--- src/rtl/nand_pkg.sv ---
// Shared definitions for the NAND page-transfer sequencer: FSM states,
// default ack timeout and transfer-direction encodings.
package nand_pkg;

   typedef enum logic [2:0] {
      IDLE,
      FETCH,
      LOAD,
      ISSUE,
      WAIT_ACK,
      WAIT_IDLE,
      STORE,
      FINISH
   } xfer_state_t;

   localparam int ACK_TMO_DEFAULT = 8;

   localparam logic DIR_WRITE = 1'b0;  // page buffer -> NAND
   localparam logic DIR_READ  = 1'b1;  // NAND -> page buffer

endpackage

--- src/rtl/xfer_timeout.sv ---
// Down-counter guarding the IO-unit acknowledge. load arms it, tick counts a
// waiting cycle, expired flags the last allowed waiting cycle (LIMIT >= 1).
module xfer_timeout #(
   parameter int LIMIT = 7
) (
   input  logic clk,
   input  logic reset,
   input  logic load,
   input  logic tick,
   output logic expired
);

   localparam int W = $clog2(LIMIT + 2);

   logic [W-1:0] cnt;

   // NOTE: sequential state is always assigned with <= so every flop samples
   // the values from before the clock edge, independent of block ordering.
   always_ff @(posedge clk or posedge reset) begin
      if (reset)
         cnt <= '0;
      else if (load)
         cnt <= W'(LIMIT);
      else if (tick && cnt != '0)
         cnt <= cnt - W'(1);
   end

   assign expired = tick && (cnt == W'(1));

endmodule

--- src/rtl/page_xfer_sequencer.sv ---
// Moves words between the page buffer and the NAND IO unit, one handshake
// per word. Optional XOR checksum output when XFER_CHECKSUM_EN is defined.
module page_xfer_sequencer
   import nand_pkg::*;
#(
   parameter int ADDR_W  = 12,
   parameter int ACK_TMO = ACK_TMO_DEFAULT
) (
   input  logic              clk,
   input  logic              reset,
   input  logic              start,
   input  logic              dir,
   input  logic [ADDR_W:0]   length,
   output logic [ADDR_W-1:0] buf_addr,
   input  logic [15:0]       buf_rdata,
   output logic [15:0]       buf_wdata,
   output logic              buf_we,
   output logic              io_activate,
   output logic [15:0]       io_wdata,
   input  logic [15:0]       io_rdata,
   input  logic              io_busy,
   output logic              busy,
   output logic              done,
   output logic              error,
   output logic [ADDR_W:0]   count
`ifdef XFER_CHECKSUM_EN
   ,
   output logic [15:0]       checksum
`endif
);

   xfer_state_t     state;
   logic            dir_q;
   logic [ADDR_W:0] len_q;
   logic [ADDR_W:0] count_inc;
   logic            tmo_load;
   logic            tmo_tick;
   logic            tmo_expired;
   logic            read_capture;
   logic            word_done;

   assign count_inc    = count + (ADDR_W + 1)'(1);
   assign tmo_load     = (state == ISSUE);
   assign tmo_tick     = (state == WAIT_ACK);
   assign read_capture = (state == WAIT_IDLE) && !io_busy && (dir_q == DIR_READ);
   assign word_done    = (state == STORE) ||
                         ((state == WAIT_IDLE) && !io_busy && (dir_q == DIR_WRITE));

   // The io_activate cycle itself counts toward the timeout window.
   xfer_timeout #(
      .LIMIT (ACK_TMO - 1)
   ) u_timeout (
      .clk     (clk),
      .reset   (reset),
      .load    (tmo_load),
      .tick    (tmo_tick),
      .expired (tmo_expired)
   );

   always_ff @(posedge clk or posedge reset) begin
      if (reset) begin
         state       <= IDLE;
         dir_q       <= DIR_WRITE;
         len_q       <= '0;
         buf_addr    <= '0;
         buf_wdata   <= '0;
         buf_we      <= 1'b0;
         io_activate <= 1'b0;
         io_wdata    <= '0;
         busy        <= 1'b0;
         done        <= 1'b0;
         error       <= 1'b0;
         count       <= '0;
      end else begin
         // NOTE: strobes default low here and are raised only on the edge that
         // enters the state owning them, giving exact one-cycle pulses.
         io_activate <= 1'b0;
         buf_we      <= 1'b0;
         done        <= 1'b0;

         case (state)
            IDLE: begin
               if (start) begin
                  dir_q    <= dir;
                  len_q    <= length;
                  count    <= '0;
                  buf_addr <= '0;
                  error    <= 1'b0;
                  if (length == '0) begin
                     done <= 1'b1;
                  end else begin
                     busy <= 1'b1;
                     if (dir == DIR_WRITE) begin
                        state <= FETCH;
                     end else begin
                        state       <= ISSUE;
                        io_activate <= 1'b1;
                     end
                  end
               end
            end
            FETCH: state <= LOAD;
            LOAD: begin
               io_wdata    <= buf_rdata;
               io_activate <= 1'b1;
               state       <= ISSUE;
            end
            ISSUE: state <= WAIT_ACK;
            WAIT_ACK: begin
               if (io_busy) begin
                  state <= WAIT_IDLE;
               end else if (tmo_expired) begin
                  error <= 1'b1;
                  done  <= 1'b1;
                  state <= FINISH;
               end
            end
            WAIT_IDLE: begin
               if (read_capture) begin
                  buf_we    <= 1'b1;
                  buf_wdata <= io_rdata;
                  state     <= STORE;
               end
            end
            STORE: ;
            FINISH: begin
               busy  <= 1'b0;
               state <= IDLE;
            end
            default: state <= IDLE;
         endcase

         if (word_done) begin
            count <= count_inc;
            if (count_inc == len_q) begin
               done  <= 1'b1;
               state <= FINISH;
            end else begin
               buf_addr <= buf_addr + ADDR_W'(1);
               if (dir_q == DIR_WRITE) begin
                  state <= FETCH;
               end else begin
                  io_activate <= 1'b1;
                  state       <= ISSUE;
               end
            end
         end
      end
   end

`ifdef XFER_CHECKSUM_EN
   always_ff @(posedge clk or posedge reset) begin
      if (reset)
         checksum <= '0;
      else if (state == IDLE && start)
         checksum <= '0;
      else if (state == LOAD)
         checksum <= checksum ^ buf_rdata;
      else if (read_capture)
         checksum <= checksum ^ io_rdata;
   end
`endif

endmodule

--- config.mk ---
export PLATFORM = sky130hd
export DESIGN_NAME = page_xfer_sequencer
export DESIGN_NICKNAME = d
export VERILOG_FILES = /design/src/rtl/nand_pkg.sv /design/src/rtl/xfer_timeout.sv /design/src/rtl/page_xfer_sequencer.sv
export SDC_FILE = /design/constraint.sdc
export NUM_CORES = 1
export LEC_CHECK = 0
export CORE_ASPECT_RATIO = 1.25
export CORE_UTILIZATION = 45
export CTS_BUF_LIST = sky130_fd_sc_hd__clkbuf_2 sky130_fd_sc_hd__clkbuf_4 sky130_fd_sc_hd__clkbuf_8
export DETAILED_ROUTE_END_ITERATION = 7
export PLACE_DENSITY_LB_ADDON = 0.2
export SLEW_MARGIN = 25
export SYNTH_ARGS = -nofsm -noshare
export SYNTH_HDL_FRONTEND = slang
export SYNTH_SLANG_ARGS = --single-unit
--- constraint.sdc ---
create_clock -name clk -period 2.19 [get_ports clk]
set_input_delay 0.219 -clock clk [delete_from_list [all_inputs] [get_ports clk]]
set_output_delay 0.219 -clock clk [all_outputs]
set_load 0.005 [all_outputs]
==> impl_results.md <==
* CTS Root Cell: clkbuf_8
* FF-to-FF setup slack at -0.14 ns
* Leakage Power at 2.81 nW
* Worst ir drop on vdd at 662 µV
* Grt total ovfl at 0
* Htree depth at 3
* WL per Instance at ~15 µm
* Critical path class: flop to flop
* IO Count at between 100 and 150
* Post-DP HPWL at 7800 µm
* Int Pwr at roughly 4.6 mW
* Sequential share of power at a little over a third
* Worst-Margin Slew at 0.476 ns
* TritonCTS clock tree: yes
* Sequential fraction of the synthesis area at 50.1%
* Crit path max fanout at 6
* Worst Path Arrival at ~2.6 ns
* Total number of yosys warnings at 0
* Fillers at about 700
* Initial antenna violation count at 0
* Total CTS buffers at 9
* Slew HR at around 68%
* PwrDens at 1090 mW/mm²
* Net load switching power at around 2.2 mW
* Slew Viols, Final at 0
* Mapped Cells at ~450
* Post-route ant nets at 0
* Mean cell area of the mapped netlist at 9.17 µm²
* Maximum clock frequency at between 0.4 and 0.5 GHz
* Tmin final at roughly 2.3 ns
* Net switching share of the total power at between 30 and 40%
* Asr flop ratio synth at between 90% and 100%
* # nets final at roughly 670
* Critical Path RT at roughly 2.5 ns
* Die W at roughly 88 µm
* Post-synth top flop: dfrtp_1
* Violated checks: negative setup slack
* Clock Skew at approximately 0.010 ns
* Flops & latches, synth at 83
* First DRT Iteration DRCs at about 220
* Post-synth EDFFs at 0
* Clock-pin slew on the worst setup and hold paths at ~0.09 ns
* Clock network power share at 21.0%
* Final worst path period share at 107%
* DRC at 0
* Total Routing Usage GR at between 20% and 30%
* Number of buffers on the longest clock path at 2
* CP Launch Type: flop
* Dpl ws at -0.316 ns
* DR pass1 iterations at 4
* Die area at roughly 0.0096 mm²
* Overall power at between 6 and 7 mW
* Core area at around 0.0088 mm²
* Mapped cell area at 0.00414 mm²
* Diode count at 0
* Syn Nets at 506
* Worst-skew pair later-pin latency at about 0.37 ns
* Min-delay worst type: primary input to asynchronous set/reset pin
* Routability Congestion at 0.883
* Layout area overhead at 48.9%
* Unique masters post-synth at 49
* Combinational Power Share at about 43%
* Setup Viol. Count Final at 13
* Maxcap violations at 0
* Fraction of layout cells with a size suffix above 1 at 19.6%
* Port Buf Inserts at between 100 and 150
* Vias at between 3000 and 4000
* Initial Util at between 40% and 50%
* Status: complete, but fails checks
* Final hold violation count at 0
* Crit path capture type: flop
* RSZ-0062 raised after global routing: true
* Setup WS post-layout at -0.145 ns
* Cell Rows at 38
* Clock net sink count at 83
* Average via count per standard cell at 5.25
* First-pass GRT wire length at roughly 18000 µm
* Vias in the first global route at between 3000 and 4000
* Die Height at 109 µm
* Hold-fix buffers, CTS at 0
* Largest net degree at the start of global routing at between 70 and 80
* Total wire length at between 10000 and 15000 µm
## per-stage QoR
step | util [%] | area, µm² | TNS (ns) | instances | hold WS [ns]
2_1_floorplan | - | 4210 | -0.803 | 452 | 0.324
3_3_place_gp | 65.9 | 5800 | -2.24 | 716 | 0.457
3_5_place_dp | 65.9 | 5800 | -3.00 | 716 | 0.468
4_1_cts | 69.6 | 6120 | -1.09 | 737 | 0.155
5_1_grt | 70.2 | 6170 | -2.52 | 738 | 0.195
6_report | 70.2 | 6170 | -1.26 | 738 | 0.167
## metal layers
metal | up-vias | part of all wire [%] | global-route usage, %
li1 | 1872 | - | -
met1 | 1853 | 41 | 27.7
met2 | 128 | 51 | 40.9
met3 | 23 | 6.6 | 7.13
met4 | 0 | 2.2 | 11.5
met5 | - | 0 | 0
## layout by cell type, fill, tap and decap left out, types with 3 or more instances in the layout
cell type	instances
nand2_1	122
a21o_1	8
and3_1	8
ha_1	3
nand4_1	5
a21oi_1	10
dfrtp_1	79
dfrtp_2	4
buf_4	56
xnor2_2	3
nor2_1	21
nor2b_1	6
xnor2_1	11
and4_4	3
a31oi_1	4
inv_1	8
buf_6	3
clkbuf_8	12
nand3b_1	3
nand3_1	21
o21ai_0	27
o31ai_1	4
mux2_2	16
bufinv_16	3
buf_12	3
xor2_1	6
clkdlybuf4s50_1	111
nor4_1	5
o21ai_1	3
or3_1	6
nor3_1	3
## path summary, 6_finish.rpt
kind / start / end / cells after the start
hold reg to reg: buf_wdata[3] / buf_wdata[3] / 2
min in group clk: io_rdata[12] / buf_wdata[12] / 3
setup / recovery: count[6] / buf_addr[6] / 8
hold / removal: reset / io_wdata[10] / 2
setup reg to reg: count[6] / buf_addr[6] / 8
max in group asynchronous: reset / count[0] / 3
## Yosys cell counts (2+ instances only)
library cell  instances  area (µm²)
a21oi_1              11        55.1
buf_2                 2        10.0
nor3_1                4        20.0
and4_4                2        22.5
buf_4                 4        30.0
xor2_1                6        52.6
or4_1                 2        15.0
and2_1                2        12.5
inv_1                 9        33.8
nand4_1               5        31.3
a21o_1                8        60.1
and3_1                8        50.1
o21ai_0              31         155
clkbuf_1             15        56.3
or3_1                 6        37.5
mux2_2               17         191
o311a_1               2        20.0
ha_1                  4        50.1
nor2b_1               6        37.5
nor2_1               23        86.3
xnor2_1              14         123
nand3_1              23         115
and4_1                2        17.5
dfrtp_1              83        2080
o211ai_1              2        15.0
o22ai_1               2        12.5
o31ai_1               4        30.0
a31oi_1               4        25.0
nand2_1             122         458
nand3b_1              3        22.5
a221o_1               2        20.0
nor4b_1               2        17.5
nor3b_1               2        15.0
nor4_1                5        31.3
## layout make-up
| cell class | instances | area (µm²) | area share (%) |
|---|---|---|---|
| multi-input combinational | 336 | 2010 | 32.6 |
| clock inverter | 4 | 95.1 | 1.54 |
| timing repair buffer | 173 | 1630 | 26.3 |
| inverter | 10 | 41.3 | 0.669 |
| clock buffer | 12 | 165 | 2.68 |
| sequential | 83 | 2080 | 33.7 |
| tap | 120 | 150 | 2.43 |
## power by group through the flow
stage               logic [mW]  clock network [mW]  registers [mW]
detailed placement        2.78                   0            2.47
finish                    2.88                1.41            2.46
CTS                       2.84                1.45            2.45
floorplan                 1.39                   0            2.41
global placement          2.73                   0            2.44
global route              3.15                1.50            2.53
## state kept, by name, indices dropped and copies added (netlist names)
name           count
io_activate        1
state              3
buf_wdata         16
buf_we             1
count             13
u_timeout.cnt      4
len_q             13
buf_addr          12
io_wdata          16
busy               1
dir_q              1
error              1
done               1
## kinds of logic after synthesis
group	count (synthesis)	synth area share, %
AOI/OAI and AO/OA	73	11.1
xor gates and xnor gates	20	4.23
adders and majority gates	4	1.21
buffers and inverters	33	3.44
DFF	83	50.1
muxes	18	4.86
and+or+nand+nor	221	25.1
## worst max-delay path: stages (launching register included)
cell,delay (ns)
dfrtp_1,0.46
xnor2_1,0.27
nand2_1,0.09
nor4_1,0.20
a311oi_1,0.11
or4_4,0.60
a21oi_4,0.27
buf_12,0.15
a21o_1,0.11
## what timing repair did
action                     4_1_cts  5_1_grt
setup endpoints to repair       15       15
resized for setup                8       13
buffers inserted                 5        1
pin swaps                       10       18
No activity file was read; power rests on OpenSTA's default activity.
==> RTL edit 1 (same flow settings) <==
Re-encode `xfer_state_t` (8 states) as one-hot, 8 bits wide.
--- a/src/rtl/nand_pkg.sv
+++ b/src/rtl/nand_pkg.sv
@@ -4,11 +4,11 @@
 
-   typedef enum logic [2:0] {
-      IDLE,
-      FETCH,
-      LOAD,
-      ISSUE,
-      WAIT_ACK,
-      WAIT_IDLE,
-      STORE,
-      FINISH
+   typedef enum logic [7:0] {
+      IDLE      = 8'b00000001,
+      FETCH     = 8'b00000010,
+      LOAD      = 8'b00000100,
+      ISSUE     = 8'b00001000,
+      WAIT_ACK  = 8'b00010000,
+      WAIT_IDLE = 8'b00100000,
+      STORE     = 8'b01000000,
+      FINISH    = 8'b10000000
    } xfer_state_t;
Behaviour: no difference found for any inputs over 10 cycles, from zero or initial values and one cycle with reset high; not proved beyond that.
==> RTL edit 1 against the original RTL <==
- the flow still finishes with violations (negative setup slack)
- sequential cell count grew 5
- synthesized area grew 5.2%
- power shrank 17%
- clock power shrank 7%
- routed wire length grew 1.7%
- highest routed layer unchanged
- setup slack gained 0.068 ns
- maximum frequency grew 3.0%
- sequential power shrank 8%
- final area grew 3.0%
==> RTL edit 1: results (changes against the original RTL) <==
* Comb power frac at 36.4% (-6.2 points)
* Yosys cell types at 61 (+24%)
* Met2 Use GR at 40.0% (-0.92 points)
* Slowest-stage cell, CP: nor4_4
* WL met1 at 4280 um (-3.7%)
* Delay of the slowest cell on the worst path at 0.37 ns (-0.23 ns)
* Filler cells at 718 (+2.1%)
* Met1 Usage GRT at 25.5% (-2.2 points)
* Adder-Cell Fraction of Synth Area at 1.15% (-0.060 points)
* WL per Instance at 15.9 um (+7.1%)
* Detailed Route Iter0 Violations at 182 (-18%)
* Worst vdd ir at 0.584 mV (-12%)
* Crit-path max FO at 16 (+10)
* WL met3 at 726 um (+1.3%)
* Vias in the first global route at 3979 (+1.5%)
* Pre-CTS WS at -0.151 ns (+0.166 ns)
* Synth top area cells: dfrtp_1 50%, mux2_2 8.3%, nand2_1 5.3%, o21ai_0 2.9%, xnor2_1 2.4%
* Register area share after synthesis at 50.5% (+0.41 points)
* Commonest cells in the netlist: 87 x dfrtp_1, 61 x nand2_1, 32 x mux2_2, 25 x o21ai_0, 20 x nor2_1
* Layout net count at 627 (-6.0%)
* Synth Area in XOR/XNOR at 3.93% (-0.30 points)
* Met3 usage at 6.23% (-0.90 points)
* Pin count of the biggest net entering global routing at 26 (-64%)
* WL met2 at 5740 um (+3.8%)
* Switching Share at 31.6% (-0.89 points)
* Arr. time, crit path at 2.52 ns (-0.12 ns)
* Synth Area in Compound Gates at 12.0% (+0.94 points)
* Group drawing the most power: sequential cells
* Share of layout cells above drive strength 1 at 24.4% (+4.8 points)
* First-pass GRT wire length at 18400 um (+3.6%)
* Vias at 3779 (-2.5%)
* Status: finished, violations left
* Placed Cells at 681 (-4.9%)
* GR Util All Layers at 23.0% (-1.1 points)
* Setup ws final at -0.0770 ns (+0.0678 ns)
* Power after layout at 0.00563 W (-17%)
* Post-Syn Instances at 415 (-8.2%)
* DP HPWL at 8250 um (+5.8%)
* Synth Net Count at 469 (-7.3%)
* Share of power burned in registers at 40.3% (+3.9 points)
* Final setup viols at 5 (-8)
* Gpl congestion at 0.884 (about the same)
* Mux cell area share after synthesis at 9.47% (+4.6 points)
* Cell Count, Final, Fillers Out at 701 (-5.0%)
* Pleak at 2.88 nW (+2.7%)
* Failing checks: negative setup slack
-- RTL edit 1: cell count changes in the layout (fill, tap and decap cells not counted), moves of 5 or more --
cell,change
nand3_1,-6
o21ai_0,-13
o21ai_1,+7
buf_4,-6
or3_1,-5
nand2_1,-62
o21ai_2,+6
inv_1,+8
mux2_2,+16
-- RTL edit 1: area by class of cell --
type                       instances  area, um2  area share, %
multi-input combinational        291       2120           33.3
tap                              123        154           2.42
clock inverter                     4       77.6           1.22
inverter                          17       67.6           1.06
clock buffer                      12        159           2.50
timing repair buffer             166       1570           24.7
sequential                        88       2210           34.7
-- RTL edit 1: path summary, 6_finish.rpt --
check	slack, ns	cells past startpoint	end	start
max	-0.08	8	buf_addr[8]$_DFF_PP0_	count[10]$_DFFE_PP0P_
min	0.21	2	state[2]$_DFFE_PP0P_	reset
max reg2reg	-0.08	8	buf_addr[8]$_DFF_PP0_	count[10]$_DFFE_PP0P_
min reg2reg	0.51	2	len_q[12]$_DFFE_PP0P_	len_q[12]$_DFFE_PP0P_
max in group asynchronous	1.45	3	buf_addr[9]$_DFF_PP0_	reset
min in group clk	0.40	3	len_q[5]$_DFFE_PP0P_	length[5]
-- RTL edit 1: stage by stage --
step,area (um2),setup TNS (ns)
global route,6360,-0.877
finish,6360,-0.206
CTS,6270,-0.117
detailed placement,5980,-1.50
floorplan,4410,-0.664
global placement,5980,-1.02
-- RTL edit 1: repair_timing --
item                                    4_1_cts  5_1_grt
endpoints found under the setup margin       23       40
pin swaps                                     5        6
gates resized for setup                      14       15
buffers inserted                              1        3
cloned                                        0        0
==> RTL edit 2 (config.mk and constraints unchanged) <==
Made on the original files. `ACK_TMO_DEFAULT`: 8 -> 16.
--- a/src/rtl/nand_pkg.sv
+++ b/src/rtl/nand_pkg.sv
@@ -15,3 +15,3 @@
 
-   localparam int ACK_TMO_DEFAULT = 8;
+   localparam int ACK_TMO_DEFAULT = 16;
 
Behaviour: not the same (Yosys sat finds a counterexample within 10 cycles, from zero or initial values and one cycle with reset high).
==> RTL edit 2 against the original RTL <==
- the flow still finishes with violations (negative setup slack)
- setup slack worse by 0.19 ns
- routed wire length grew 5.9%
- hold slack gained 0.18 ns
- clock skew decreased by 0.0048 ns
- die area is 2.9% higher
- sequential share of layout area shrank 0.85 points
- maximum frequency is 7.4% lower
- power rose by 6.2%
- combinational power increased by 14%
- sequential cell count grew 1
- synthesized area rose by 2.9%
- non-clock buffer count is 9 higher
- final area up 4.0%
- first-iteration DRC count is 22% lower
- largest power group unchanged
==> RTL edit 2: results (changes against the original RTL) <==
* Met2 Use GR at 41.0% (+0.048 points)
* Length in cells of the worst reg-to-reg path at 9 (+1)
* Pin count of the biggest net entering global routing at 49 (-32%)
* Final setup TNS at -4.36 ns (-3.10 ns)
* Vias in the first global route at 4107 (+4.7%)
* WL met3 at 644 um (-10%)
* Synth Net Count at 488 (-3.6%)
* Status: finished, violations left
* Net switching power at 0.00240 W (+9.3%)
* WL met2 at 5900 um (+6.7%)
* First-pass GRT wire length at 19100 um (+7.3%)
* Crit path capture: buf_addr[10]$_DFF_PP0_
* Mean Syn Cell Area at 9.85 um2 (+7.4%)
* Final WL at 11600 um (+5.9%)
* Worst-skew pair later-pin latency at between 0.3 and 0.4 ns
* Failing checks: negative setup slack
* Yosys cell types at 54 (+10%)
* Port Buffer Count at 111 (unchanged)
* CP bufs+invs at 1 (unchanged)
* Share of layout cells above drive strength 1 at 25.4% (+5.8 points)
* Clock skew at 0.00558 ns (-0.00484 ns)
* WL met1 at 4510 um (+1.5%)
* Filler cells at 746 (+6.1%)
* Synth Area in XOR/XNOR at 4.11% (-0.12 points)
* Reg-to-reg slack, setup at -0.33 ns (-0.19 ns)
* Met3 usage at 6.92% (-0.21 points)
* Final setup viols at 16 (+3)
* Placed Cells at 710 (-0.84%)
* DP HPWL at 8560 um (+9.7%)
* Slowest-stage cell, CP: dfrtp_2
* Setup ws final at -0.331 ns (-0.187 ns)
* Arr. time, crit path at 2.77 ns (+0.13 ns)
* Crit path max-delay family: compound AO/OA/AOI/OAI gates
* Slew HR at 59.4% (-8.5 points)
* Seq. pwr at between 0.002 and 0.0025 W
* Adder-Cell Fraction of Synth Area at 1.47% (+0.26 points)
* Pleak at 2.83 nW (+0.81%)
* GR Util All Layers at 25.1% (+0.97 points)
* Synth top area cells: dfrtp_1 49%, mux2_2 8.4%, nand2_1 7.2%, o21ai_0 3.3%, xor2_1 2.3%
* Detailed Route Iter0 Violations at 172 (-22%)
* Commonest cells in the netlist: 84 x dfrtp_1, 82 x nand2_1, 32 x mux2_2, 28 x o21ai_0, 24 x nor2_1
* WL per Instance at 15.8 um (+6.6%)
* Synth Area in Compound Gates at 13.5% (+2.4 points)
* Delay of the slowest cell on the worst path at 0.44 ns (-0.16 ns)
* Met1 Usage GRT at 28.7% (+0.99 points)
* Mux cell area share after synthesis at 8.92% (+4.1 points)
* Gpl congestion at 0.935 (+5.9%)
* Worst setup path start: count[1]$_DFFE_PP0P_
* DR vias/cell at 5.42 (+3.1%)
## RTL edit 2: changes by cell type in the layout (fill, tap and decap cells not counted), moves of 4 or more
| cell | unedited run | this run |
|---|---|---|
| nor2b_1 | 6 | 2 |
| a21o_1 | 8 | 3 |
| mux2_2 | 16 | 32 |
| nand3_1 | 21 | 14 |
| buf_4 | 56 | 67 |
| xnor2_1 | 11 | 7 |
| a211o_1 | 0 | 4 |
| o31ai_1 | 4 | 8 |
| nand2_1 | 122 | 82 |
| nor3_1 | 3 | 10 |
## RTL edit 2: repair_timing
action,in CTS,in global routing
buffers inserted,3,3
pin swaps,2,4
endpoints found under the setup margin,16,16
gates resized for setup,23,11
gates cloned,1,0
## RTL edit 2: cells by family (layout without fill, tap and decap cells)
family,count (synthesis),in the layout
AOI/OAI and AO/OA,87,87
xor gates and xnor gates,20,20
adders and majority gates,5,5
buffers and inverters,28,205
DFF,84,84
muxes,34,34
and+or+nand+nor,175,175
## RTL edit 2: metrics by stage
step / hold WS [ns] / power, W / instance area [um2] / setup slack, ns / utilization, %
5_1_grt: 0.385 / 0.00762 / 6420 / -0.445 / 70.0
4_1_cts: 0.349 / 0.00712 / 6340 / -0.301 / 69.1
2_1_floorplan: 0.324 / 0.00403 / 4310 / -0.209 / -
6_report: 0.345 / 0.00716 / 6420 / -0.331 / 70.0
3_5_place_dp: 0.481 / 0.00558 / 5970 / -0.416 / 65.0
3_3_place_gp: 0.466 / 0.00548 / 5970 / -0.313 / 65.0
## RTL edit 2: final cells by class
type                    instances  area share, %
multi-input cells             321           34.4
repair buffers                182           25.9
flip-flops and latches         84           32.9
well taps                     123           2.40
inverters                       7          0.468
clock buffers                  11           2.36
clock inverters                 5           1.66
